### config.mk
export PLATFORM = sky130hd
export DESIGN_NAME = sr_pulse_driver
export DESIGN_NICKNAME = d
export VERILOG_FILES = /design/src/rtl/sr_pulse_driver.sv
export SDC_FILE = /design/constraint.sdc
export NUM_CORES = 1
export LEC_CHECK = 0
export CAP_MARGIN = 5
export CORE_MARGIN = 2
export CORE_UTILIZATION = 50
export CTS_CLUSTER_SIZE = 14
export DETAILED_ROUTE_END_ITERATION = 10
export PLACE_DENSITY = 0.76
export SYNTH_ARGS = -nofsm -noshare
export SYNTH_HDL_FRONTEND = slang
export SYNTH_SLANG_ARGS = --single-unit
### constraint.sdc
create_clock -name clk -period 2.9 [get_ports clk]
set_input_delay 0.58 -clock clk [delete_from_list [all_inputs] [get_ports clk]]
set_output_delay 0.58 -clock clk [all_outputs]
set_load 0.03 [all_outputs]
### src/rtl/sr_pulse_driver.sv
// sr_pulse_driver: drives pulsed set/reset commands to an external SR flip-flop
// and confirms the target level from q_fb, reporting done or a timeout error.
module sr_pulse_driver #(
    parameter int PULSE_W = 2,
    parameter int TIMEOUT = 8
) (
    input  logic clk,
    input  logic rst_n,
    input  logic req_valid,
    input  logic req_level,
    output logic req_ready,
    output logic s,
    output logic r,
    input  logic q_fb,
    output logic done,
    output logic err,
    output logic err_sticky,
    input  logic clr_err
);
    localparam logic [1:0] IDLE = 2'd0, PULSE = 2'd1, WAIT = 2'd2, FINISH = 2'd3;
    localparam int MAXC = PULSE_W > TIMEOUT ? PULSE_W : TIMEOUT;
    localparam int CW = $clog2(MAXC + 1);
    localparam logic [CW-1:0] P_LOAD = CW'(PULSE_W - 1);
    localparam logic [CW-1:0] T_LOAD = CW'(TIMEOUT - 1);
    logic [1:0] state, state_n;
    logic [CW-1:0] cnt, cnt_n;
    logic target, target_n, s_n, r_n, done_n, err_n, accept, cnt_zero;
    assign req_ready = state == IDLE;
    assign accept = req_valid && req_ready;
    assign cnt_zero = cnt == '0;
    always_comb begin
        state_n = state;
        cnt_n = cnt;
        target_n = target;
        s_n = 1'b0;
        r_n = 1'b0;
        done_n = 1'b0;
        err_n = 1'b0;
        case (state)
            IDLE: if (accept) begin
                target_n = req_level;
                if (q_fb == req_level) begin
                    state_n = FINISH;
                    done_n = 1'b1;
                end else begin
                    state_n = PULSE;
                    cnt_n = P_LOAD;
                    s_n = req_level;
                    r_n = !req_level;
                end
            end
            // q_fb is deliberately ignored while the pulse is being driven
            PULSE: if (cnt_zero) begin
                state_n = WAIT;
                cnt_n = T_LOAD;
            end else begin
                cnt_n = cnt - CW'(1);
                s_n = target;
                r_n = !target;
            end
            WAIT: if (q_fb == target) begin
                state_n = FINISH;
                done_n = 1'b1;
            end else if (cnt_zero) begin
                state_n = FINISH;
                err_n = 1'b1;
            end else begin
                cnt_n = cnt - CW'(1);
            end
            default: state_n = IDLE;
        endcase
    end
    always_ff @(posedge clk or negedge rst_n) begin
        if (!rst_n) begin
            state <= IDLE;
            cnt <= '0;
            target <= 1'b0;
            s <= 1'b0;
            r <= 1'b0;
            done <= 1'b0;
            err <= 1'b0;
            err_sticky <= 1'b0;
        end else begin
            state <= state_n;
            cnt <= cnt_n;
            target <= target_n;
            s <= s_n;
            r <= r_n;
            done <= done_n;
            err <= err_n;
            // a timeout in flight or being reported beats a simultaneous clear
            err_sticky <= err_n || err || (err_sticky && !clr_err);
        end
    end
endmodule

==> results of run 1 <==
worst reg2reg max path, delay by kind of cell (launching register included):
| family | cells | cell delay (ns) |
|---|---|---|
| mux | 1 | 0.29 |
| compound gates | 1 | 0.33 |
| flops | 1 | 0.38 |
| simple gates | 1 | 0.24 |
| buf+inv | 1 | 0.09 |
| fa+ha+maj | 1 | 0.31 |
cell families (layout without fill, tap and decap cells):
group,count (synthesis),after routing,share of synthesized area (%)
compound gates,19,19,19.7
xor+xnor,2,2,2.39
mux,3,3,4.96
flops,12,12,41.0
simple gates,15,15,14.4
fa+ha+maj,7,7,12.0
buf+inv,11,25,5.64
state kept, by name, summed over array words and instances, names as in the netlist:
signal and cells:
cnt 4, done 1, err 1, err_sticky 1
r 1, s 1, state 2, target 1
metrics by stage:
step	util (%)	cells	cell area [sq um]
detailed placement	64.3	94	857
global route	67.0	98	893
finish	67.0	98	893
floorplan	-	69	732
global placement	64.3	94	857
CTS	67.0	98	893
layer usage:
layer	GRT usage, %	up-vias	wire length (um)
li1	-	272	-
met2	27.1	19	622
met5	0	-	0
met1	22.5	257	645
met3	4.74	5	75
met4	9.38	0	31
worst paths after layout:
check,startpoint,end,slack (ns),cells past startpoint
worst max-delay path,state[0],req_ready,0.44,3
worst min-delay path,err,err_sticky,0.47,1
worst max register to register,state[0],cnt[1],1.14,5
worst min register to register,err,err_sticky,0.47,1
max in group asynchronous,rst_n,cnt[0],1.89,1
min in group asynchronous,rst_n,s,0.65,1
where the power goes:
part / total, W / switching (W) / internal, W / leakage, nW
logic: 0.000606 / 0.000330 / 0.000276 / 0.243
registers: 0.000276 / 0.0000467 / 0.000229 / 0.155
clock network: 0.000132 / 0.0000561 / 0.0000764 / 0.0210
cells in the final DEF (no fill, tap or decap), types with 2 or more instances in the layout:
master and count:
a21oi_1 4, a32o_1 3, clkbuf_4 3, clkdlybuf4s50_1 11, dfrtp_1 12, ha_1 7
inv_1 10, nand2_1 4, nor2_1 2, o21ai_0 3
cell type report:
type / count / area [sq um] / share of cell area (%)
clock buffers: 4 / 36.3 / 4.06
inverters: 10 / 37.5 / 4.20
multi-input cells: 46 / 390 / 43.7
well taps: 15 / 18.8 / 2.10
repair buffers: 11 / 110 / 12.3
flip-flops and latches: 12 / 300 / 33.6
==> impl_metrics.env, run 1 <==
export IMPL_syn_inst=69
export IMPL_p_leak_nw=0.420
export IMPL_yosysMostFrequentCell="dfrtp_1"
export IMPL_synth_nets=82
export IMPL_finalHoldViolCount=0
export IMPL_routed_via_density=5.64
export IMPL_place_ws_ns=0.384
export IMPL_finClkSkew_ns=0.00385
export IMPL_insertion_delay_ns=0.27
export IMPL_post_cts_resized=0
export IMPL_cp_data_required_time_ns=2.32
export IMPL_drt_iter0_markers=18
export IMPL_worstSetupPathType="register to primary output"
export IMPL_firstDrtPassIters=4
export IMPL_port_buffers=11
export IMPL_synth_main_ff_cell="dfrtp_1"
export IMPL_irDropWorstVdd_uv=690
export IMPL_tns_ns=0
export IMPL_fill_cells=101
export IMPL_clkSinkCount=12
export IMPL_cp_top_family="buffers and inverters"
export IMPL_synth_seq_cells=12
export IMPL_synth_edff_count=0
export IMPL_ys_warn_count=0
export IMPL_end_kind="primary output"
export IMPL_grt_pass1_vias=522
export IMPL_antenna_found_initial=0
export IMPL_yosysSeqAreaShare_pct=41.0
export IMPL_finalWorstSetupSlack_ns=0.444
export IMPL_period_minus_slack_ns=2.46
export IMPL_synth_area_leaders="dfrtp_1, ha_1, inv_1"
export IMPL_syn_cell_area_sq_um=732
export IMPL_overflow=0
export IMPL_die_y_um=42.3
export IMPL_synth_async_reset_ratio_pct=100
export IMPL_ant_nets=0
export IMPL_start_util_pct=54.9
export IMPL_synth_top_cell_by_area="dfrtp_1"
export IMPL_wl_um=1380
export IMPL_synth_cell_types=32
export IMPL_arrival_ns=1.88
export IMPL_dr_total_vias=553
export IMPL_gp_routability_congestion=0.874
export IMPL_htree_levels=1
export IMPL_power_w=0.00101
export IMPL_avgSynthCellArea_sq_um=10.6
export IMPL_drv_cap=0
export IMPL_io_pins=12
export IMPL_route_detailed_drc=0
export IMPL_grt_max_degree=13
export IMPL_numCtsBuffers=3
export IMPL_cts_root_buf="clkbuf_4"
export IMPL_syn_to_final_growth_pct=22.1
export IMPL_slew_viol_final=0
export IMPL_routedWlPerCell_um=14.0
export IMPL_die_w_um=42.3
export IMPL_critPathSlowestCell="clkdlybuf4s50_1"
export IMPL_relSlewSlack_pct=63.9
export IMPL_max_freq_ghz=0.407
export IMPL_die_area_sq_um=1790
export IMPL_synth_top_area_share_pct=41.0
export IMPL_max_stage_delay_ns=0.74
export IMPL_min_path_type="register to register"
export IMPL_worstSetupStartpointType="register"
export IMPL_rsz0062_at_grt="false"
export IMPL_core_area_sq_um=1330
export IMPL_row_count=13
export IMPL_antenna_cells=0
export IMPL_cp_cell_sequence="inv_1 -> ha_1 -> clkdlybuf4s50_1"
export IMPL_post_cts_buffers=0
export IMPL_drive_above_1_share_pct=16.9
export IMPL_fin_crit_sh_pct=84.7
export IMPL_critPathBufInv=2
export IMPL_track_usage_pct=17.7
export IMPL_cts_tree="yes"
export IMPL_nets=97
export IMPL_grt_pass1_wl_um=2300
export IMPL_setup_violations=0
export IMPL_tightest_slew_ns=0.539
export IMPL_synthTopCellsByCount="dfrtp_1, inv_1, ha_1"
export IMPL_power_density_nw_per_um2=1130
export IMPL_outcome="finished, final reports clean"
export IMPL_cts_hold_buf=0
export IMPL_clk_pin_slew_ns=0.08
export IMPL_path_max_fanout=9
export IMPL_hold_slack_ns=0.474
export IMPL_dp_hpwl_um=1030
export IMPL_cts_max_path_buffers=2
Note: power is estimated with default switching activity, not from simulation.
==> inputs of run 2 (changes only) <==
--- a/config.mk
+++ b/config.mk
@@ -7,10 +7,10 @@
 export LEC_CHECK = 0
 export CAP_MARGIN = 5
 export CORE_MARGIN = 2
-export CORE_UTILIZATION = 50
+export CORE_UTILIZATION = 45
 export CTS_CLUSTER_SIZE = 14
 export DETAILED_ROUTE_END_ITERATION = 10
-export PLACE_DENSITY = 0.76
+export PLACE_DENSITY = 0.72
 export SYNTH_ARGS = -nofsm -noshare
 export SYNTH_HDL_FRONTEND = slang
 export SYNTH_SLANG_ARGS = --single-unit
==> constraint.sdc (replaced) <==
create_clock -name clk -period 2 [get_ports clk]
set_input_delay 0.4 -clock clk [delete_from_list [all_inputs] [get_ports clk]]
set_output_delay 0.4 -clock clk [all_outputs]
set_load 0.03 [all_outputs]
==> run 2 against run 1 <==
  * Clock skew is essentially flat
  * Clock power increased by 11%
  * Routed wire length rose by 0.95%
  * Design area is 5.2% higher
  * First-iteration DRC count decreased by 28%
  * Combinational power increased by 56%
  * Utilization fell by 5.3 points
  * Global-route usage down 0.88 points
  * Worst hold slack got worse by 0.0073 ns
  * Via count increased by 5.2%
  * Count of clock-buffer cells in the layout decreased by 1
  * Largest power group unchanged
==> impl_metrics.env, run 2 (synthesized netlist as in run 1, its figures left out) <==
export IMPL_critPathSlowestCell="clkdlybuf4s50_1"
export IMPL_syn_to_final_growth_pct=28.4
export IMPL_arrival_ns=2.01
export IMPL_p_leak_nw=0.453
export IMPL_cp_depth=7
export IMPL_mostFrequentLayoutCells="dfrtp_1, inv_1, clkdlybuf4s50_1, buf_4, ha_1"
export IMPL_start_util_pct=48.0
export IMPL_irDropWorstVdd_uv=958
export IMPL_reg2reg_slack_ns=0.27
export IMPL_worstRegToRegCells=7
export IMPL_io_pins=12
export IMPL_clk_pin_slew_ns=0.07
export IMPL_gp_routability_congestion=0.797
export IMPL_r2r_end="cnt[2]"
export IMPL_die_w_um=44.3
export IMPL_cts_root_buf="clkbuf_4"
export IMPL_place_ws_ns=-0.145
export IMPL_end_kind="register"
export IMPL_largest_reg_flops=4
export IMPL_path_max_fanout=2
export IMPL_numCtsBuffers=3
export IMPL_firstDrtPassIters=4
export IMPL_cts_hold_buf=0
export IMPL_row_count=14
export IMPL_finalWorstSetupSlack_ns=0.141
export IMPL_grt_max_degree=13
export IMPL_period_minus_slack_ns=1.86
export IMPL_relSlewSlack_pct=62.9
export IMPL_cp_cell_sequence="clkdlybuf4s50_1 -> inv_1 -> ha_1 -> nand2b_1 -> a21oi_1 -> and2_4 -> mux2_4"
export IMPL_port_buffers=11
export IMPL_insertion_delay_ns=0.26
export IMPL_dp_hpwl_um=1070
export IMPL_die_area_sq_um=1970
export IMPL_track_usage_pct=16.8
export IMPL_dr_total_vias=582
export IMPL_route_detailed_drc=0
export IMPL_worstSetupPathType="primary input to register"
export IMPL_cts_tree="yes"
export IMPL_core_area_sq_um=1520
export IMPL_final_cells=106
export IMPL_antenna_cells=0
export IMPL_tns_ns=0
export IMPL_setup_violations=0
export IMPL_cts_max_path_buffers=2
export IMPL_cp_data_required_time_ns=2.15
export IMPL_max_freq_ghz=0.538
export IMPL_routed_via_density=5.49
export IMPL_fin_crit_sh_pct=93.0
export IMPL_post_cts_buffers=0
export IMPL_finClkSkew_ns=0.00419
export IMPL_grt_pass1_vias=548
export IMPL_drive_above_1_share_pct=23.3
export IMPL_drv_cap=0
export IMPL_cp_top_family="buffers and inverters"
export IMPL_top_regs="cnt x4, state x2"
export IMPL_antenna_found_initial=0
export IMPL_ant_nets=0
export IMPL_power_density_nw_per_um2=1590
export IMPL_tightest_slew_ns=0.554
export IMPL_cp_startpoint="req_level"
export IMPL_routedWlPerCell_um=13.1
export IMPL_largest_register="cnt"
export IMPL_dp_cells=103
export IMPL_max_stage_delay_ns=0.48
export IMPL_clkSinkCount=12
export IMPL_rsz0062_at_grt="false"
export IMPL_outcome="finished, final reports clean"
export IMPL_layout_commonest_cell="dfrtp_1"
export IMPL_post_cts_resized=1
export IMPL_wl_um=1390
export IMPL_r2r_start="cnt[0]"
export IMPL_min_path_type="register to register"
export IMPL_overflow=0
export IMPL_endpoint="cnt[1]"
export IMPL_grt_pass1_wl_um=2350
export IMPL_critPathBufInv=2
export IMPL_htree_levels=1
export IMPL_nets=105
export IMPL_worstSetupStartpointType="primary input"
export IMPL_finalHoldViolCount=0
export IMPL_slew_viol_final=0
export IMPL_drt_iter0_markers=13
export IMPL_die_y_um=44.3
run 2: changes by cell type in the layout (fill, tap and decap cells not counted):
| cell | delta |
|---|---|
| buf_4 | +8 |
| clkbuf_8 | -1 |
| clkdlybuf4s50_1 | -1 |
| dlygate4sd2_1 | +1 |
run 2: worst min path at each step:
stage	cells after the start	startpoint	end	slack (ns)
floorplan	0	rst_n	cnt[0]	0.10
global placement	1	err	err_sticky	0.45
detailed placement	1	err	err_sticky	0.46
CTS	1	err	err_sticky	0.47
global route	1	err	err_sticky	0.49
finish	1	err	err_sticky	0.47
run 2: power by group:
group,leakage [nW],switching (W),internal (W),total [W]
Combinational,0.284,0.000489,0.000458,0.000947
Clock,0.0138,0.0000770,0.0000695,0.000146
Sequential,0.155,0.0000648,0.000332,0.000397
Total,0.453,0.000631,0.000860,0.00149
run 2: metrics by stage:
| step | instance area, sq um | util, % | power (W) | hold WS [ns] |
|---|---|---|---|---|
| global placement | 918 | 60.3 | 0.00135 | 0.446 |
| detailed placement | 918 | 60.3 | 0.00136 | 0.457 |
| global route | 940 | 61.7 | 0.00161 | 0.493 |
| CTS | 940 | 61.7 | 0.00150 | 0.474 |
| finish | 940 | 61.7 | 0.00149 | 0.467 |
| floorplan | 732 | - | 0.00105 | 0.104 |
run 2: layout make-up:
class                   instances  area [sq um]
multi-input cells              46           390
inverters                      10          37.5
flip-flops and latches         12           300
well taps                      16          20.0
repair buffers                 19           169
clock buffers                   3          22.5
fillers                       131           584
run 2: layer usage:
layer | share of wire (%) | vias to the layer above | global-route usage [%] | wire length, um
met5 | 0 | - | 0 | 0
met4 | 1.1 | 0 | 7.27 | 15
met3 | 4.5 | 2 | 3.67 | 62
met2 | 49 | 16 | 26.2 | 674
met1 | 46 | 273 | 22.4 | 635
li1 | - | 291 | - | -
run 2: worst reg2reg max path, cell delays in order (launching register included):
cell and delay, ns:
dfrtp_1 0.40, inv_1 0.06, ha_1 0.18, nor3b_4 0.32, o21ai_2 0.12, and2_4 0.17
buf_4 0.14, a22o_2 0.22
==> inputs of run 3 (changes only) <==
--- a/config.mk
+++ b/config.mk
@@ -5,12 +5,13 @@
 export SDC_FILE = /design/constraint.sdc
 export NUM_CORES = 1
 export LEC_CHECK = 0
+export ABC_AREA = 1
 export CAP_MARGIN = 5
 export CORE_MARGIN = 2
-export CORE_UTILIZATION = 45
+export CORE_UTILIZATION = 46
 export CTS_CLUSTER_SIZE = 14
 export DETAILED_ROUTE_END_ITERATION = 10
-export PLACE_DENSITY = 0.72
+export PLACE_DENSITY = 0.73
 export SYNTH_ARGS = -nofsm -noshare
 export SYNTH_HDL_FRONTEND = slang
 export SYNTH_SLANG_ARGS = --single-unit
==> run 3 against run 2 <==
  * Clock skew fell by 0.0034 ns
  * Count of clock-buffer cells in the layout up 1
  * Die area decreased by 1.1%
  * Sequential power up 4%
  * First-iteration DRC count down 7.7%
  * Via count is 12% higher
  * Global-route usage up 0.072 points
  * Critical path depth is 4 lower
  * Sequential share of layout area up 0.96 points
==> impl_metrics.env, run 3 <==
export IMPL_die_area_sq_um=1940
export IMPL_finalHoldViolCount=0
export IMPL_syn_inst=91
export IMPL_gp_routability_congestion=0.821
export IMPL_end_kind="primary output"
export IMPL_start_util_pct=49.1
export IMPL_die_w_um=44.1
export IMPL_final_cells=123
export IMPL_slew_viol_final=0
export IMPL_routedWlPerCell_um=11.6
export IMPL_path_max_fanout=4
export IMPL_synth_main_ff_cell="dfrtp_1"
export IMPL_max_stage_delay_ns=0.41
export IMPL_p_leak_nw=0.489
export IMPL_worstSetupStartpointType="register"
export IMPL_outcome="finished, final reports clean"
export IMPL_grt_pass1_vias=620
export IMPL_drv_cap=0
export IMPL_io_pins=12
export IMPL_synth_edff_count=0
export IMPL_grt_max_degree=13
export IMPL_antenna_cells=0
export IMPL_routed_via_density=5.28
export IMPL_worstSetupPathType="register to primary output"
export IMPL_critPathBufInv=2
export IMPL_layout_commonest_cell="nand2_1"
export IMPL_synth_cell_types=20
export IMPL_nets=121
export IMPL_min_path_type="primary input to async pin"
export IMPL_irDropWorstVdd_uv=1060
export IMPL_htree_levels=1
export IMPL_core_area_sq_um=1510
export IMPL_ant_nets=0
export IMPL_drive_above_1_share_pct=12.1
export IMPL_numCtsBuffers=3
export IMPL_grt_pass1_wl_um=2400
export IMPL_power_density_nw_per_um2=1660
export IMPL_row_count=14
export IMPL_cts_hold_buf=0
export IMPL_syn_cell_area_sq_um=739
export IMPL_tightest_slew_ns=0.543
export IMPL_clkSinkCount=12
export IMPL_cp_top_family="buffers and inverters"
export IMPL_top_regs="cnt x4, state x2"
export IMPL_cp_cell_sequence="inv_1 -> ha_1 -> dlygate4sd2_1"
export IMPL_fin_crit_sh_pct=87.0
export IMPL_cts_tree="yes"
export IMPL_synth_area_leaders="dfrtp_1, ha_1, nand2_1"
export IMPL_period_minus_slack_ns=1.74
export IMPL_firstDrtPassIters=2
export IMPL_yosysMostFrequentCell="nand2_1"
export IMPL_clk_pin_slew_ns=0.07
export IMPL_fill_cells=140
export IMPL_synth_async_reset_ratio_pct=100
export IMPL_cts_root_buf="clkbuf_4"
export IMPL_overflow=0
export IMPL_rsz0062_at_grt="false"
export IMPL_avgSynthCellArea_sq_um=8.13
export IMPL_insertion_delay_ns=0.27
export IMPL_synthTopCellsByCount="nand2_1, inv_1, dfrtp_1"
export IMPL_cts_max_path_buffers=2
export IMPL_mostFrequentLayoutCells="nand2_1, inv_1, dfrtp_1, clkdlybuf4s50_1"
export IMPL_r2r_start="state[0]"
export IMPL_critPathSlowestCell="dfrtp_1"
export IMPL_relSlewSlack_pct=63.7
export IMPL_max_freq_ghz=0.575
export IMPL_dp_hpwl_um=1180
export IMPL_tns_ns=0
export IMPL_synth_nets=104
export IMPL_finClkSkew_ns=0.000739
export IMPL_largest_register="cnt"
export IMPL_synth_top_area_share_pct=40.6
export IMPL_cp_data_required_time_ns=1.60
export IMPL_drt_iter0_markers=12
export IMPL_route_detailed_drc=0
export IMPL_syn_to_final_growth_pct=23.4
export IMPL_die_y_um=44.1
export IMPL_dp_cells=119
export IMPL_track_usage_pct=16.9
export IMPL_wl_um=1420
export IMPL_ys_warn_count=0
export IMPL_largest_reg_flops=4
export IMPL_cp_startpoint="state[0]"
export IMPL_setup_violations=0
export IMPL_dr_total_vias=649
export IMPL_place_ws_ns=0.0671
export IMPL_antenna_found_initial=0
export IMPL_arrival_ns=1.34
export IMPL_finalWorstSetupSlack_ns=0.260
export IMPL_yosysSeqAreaShare_pct=40.6
export IMPL_synth_top_cell_by_area="dfrtp_1"
export IMPL_port_buffers=11
export IMPL_synth_seq_cells=12
run 3: cell families (layout without fill, tap and decap cells):
family / count (synthesis) / count (layout) / share of synthesized area, %
buf+inv: 17 / 33 / 8.63
flops: 12 / 12 / 40.6
xor+xnor: 1 / 1 / 1.18
fa+ha+maj: 7 / 7 / 11.8
simple gates: 39 / 39 / 27.4
compound gates: 15 / 15 / 10.3
run 3: what timing repair did:
item	4_1_cts	5_1_grt
resized for setup	1	0
setup endpoints to repair	1	0
setup buffers	0	0
run 3: through the flow:
step,util [%],power [W],hold slack [ns],instance area [sq um]
finish,60.5,0.00152,0.478,912
global route,60.5,0.00165,0.508,912
CTS,60.5,0.00153,0.485,912
detailed placement,58.2,0.00135,0.467,877
global placement,58.2,0.00131,0.450,877
floorplan,-,0.00108,0.104,739
run 3: area by class of cell:
type | instances | area [sq um] | area share (%)
Multi-Input combinational cell | 62 | 375 | 41.2
Inverter | 17 | 63.8 | 7.00
Timing Repair Buffer | 12 | 116 | 12.8
Sequential cell | 12 | 300 | 32.9
Tap cell | 16 | 20.0 | 2.19
Clock buffer | 4 | 36.3 | 3.98
run 3: per-layer routing:
layer  track usage, %  share of wire (%)  wire, um
met5                0                  0         0
met3             6.12                5.7        81
met4             3.64               0.99        14
met2             31.5                 52       746
met1             18.0                 41       580
run 3: where the power goes:
part	leakage, nW	total (W)	switching (W)	internal (W)
registers	0.154	0.000411	0.0000707	0.000340
logic	0.313	0.000920	0.000573	0.000348
clock network	0.0210	0.000187	0.0000763	0.000111
run 3: path summary, 6_finish.rpt:
path / depth (start not counted) / to / slack [ns]
max in group asynchronous: 1 / state[0] / 1.16
worst min register to register: 2 / err_sticky / 0.48
worst max-delay path: 3 / req_ready / 0.26
min in group clk: 2 / err_sticky / 0.48
worst max register to register: 11 / cnt[3] / 0.48
worst min-delay path: 1 / target / 0.48
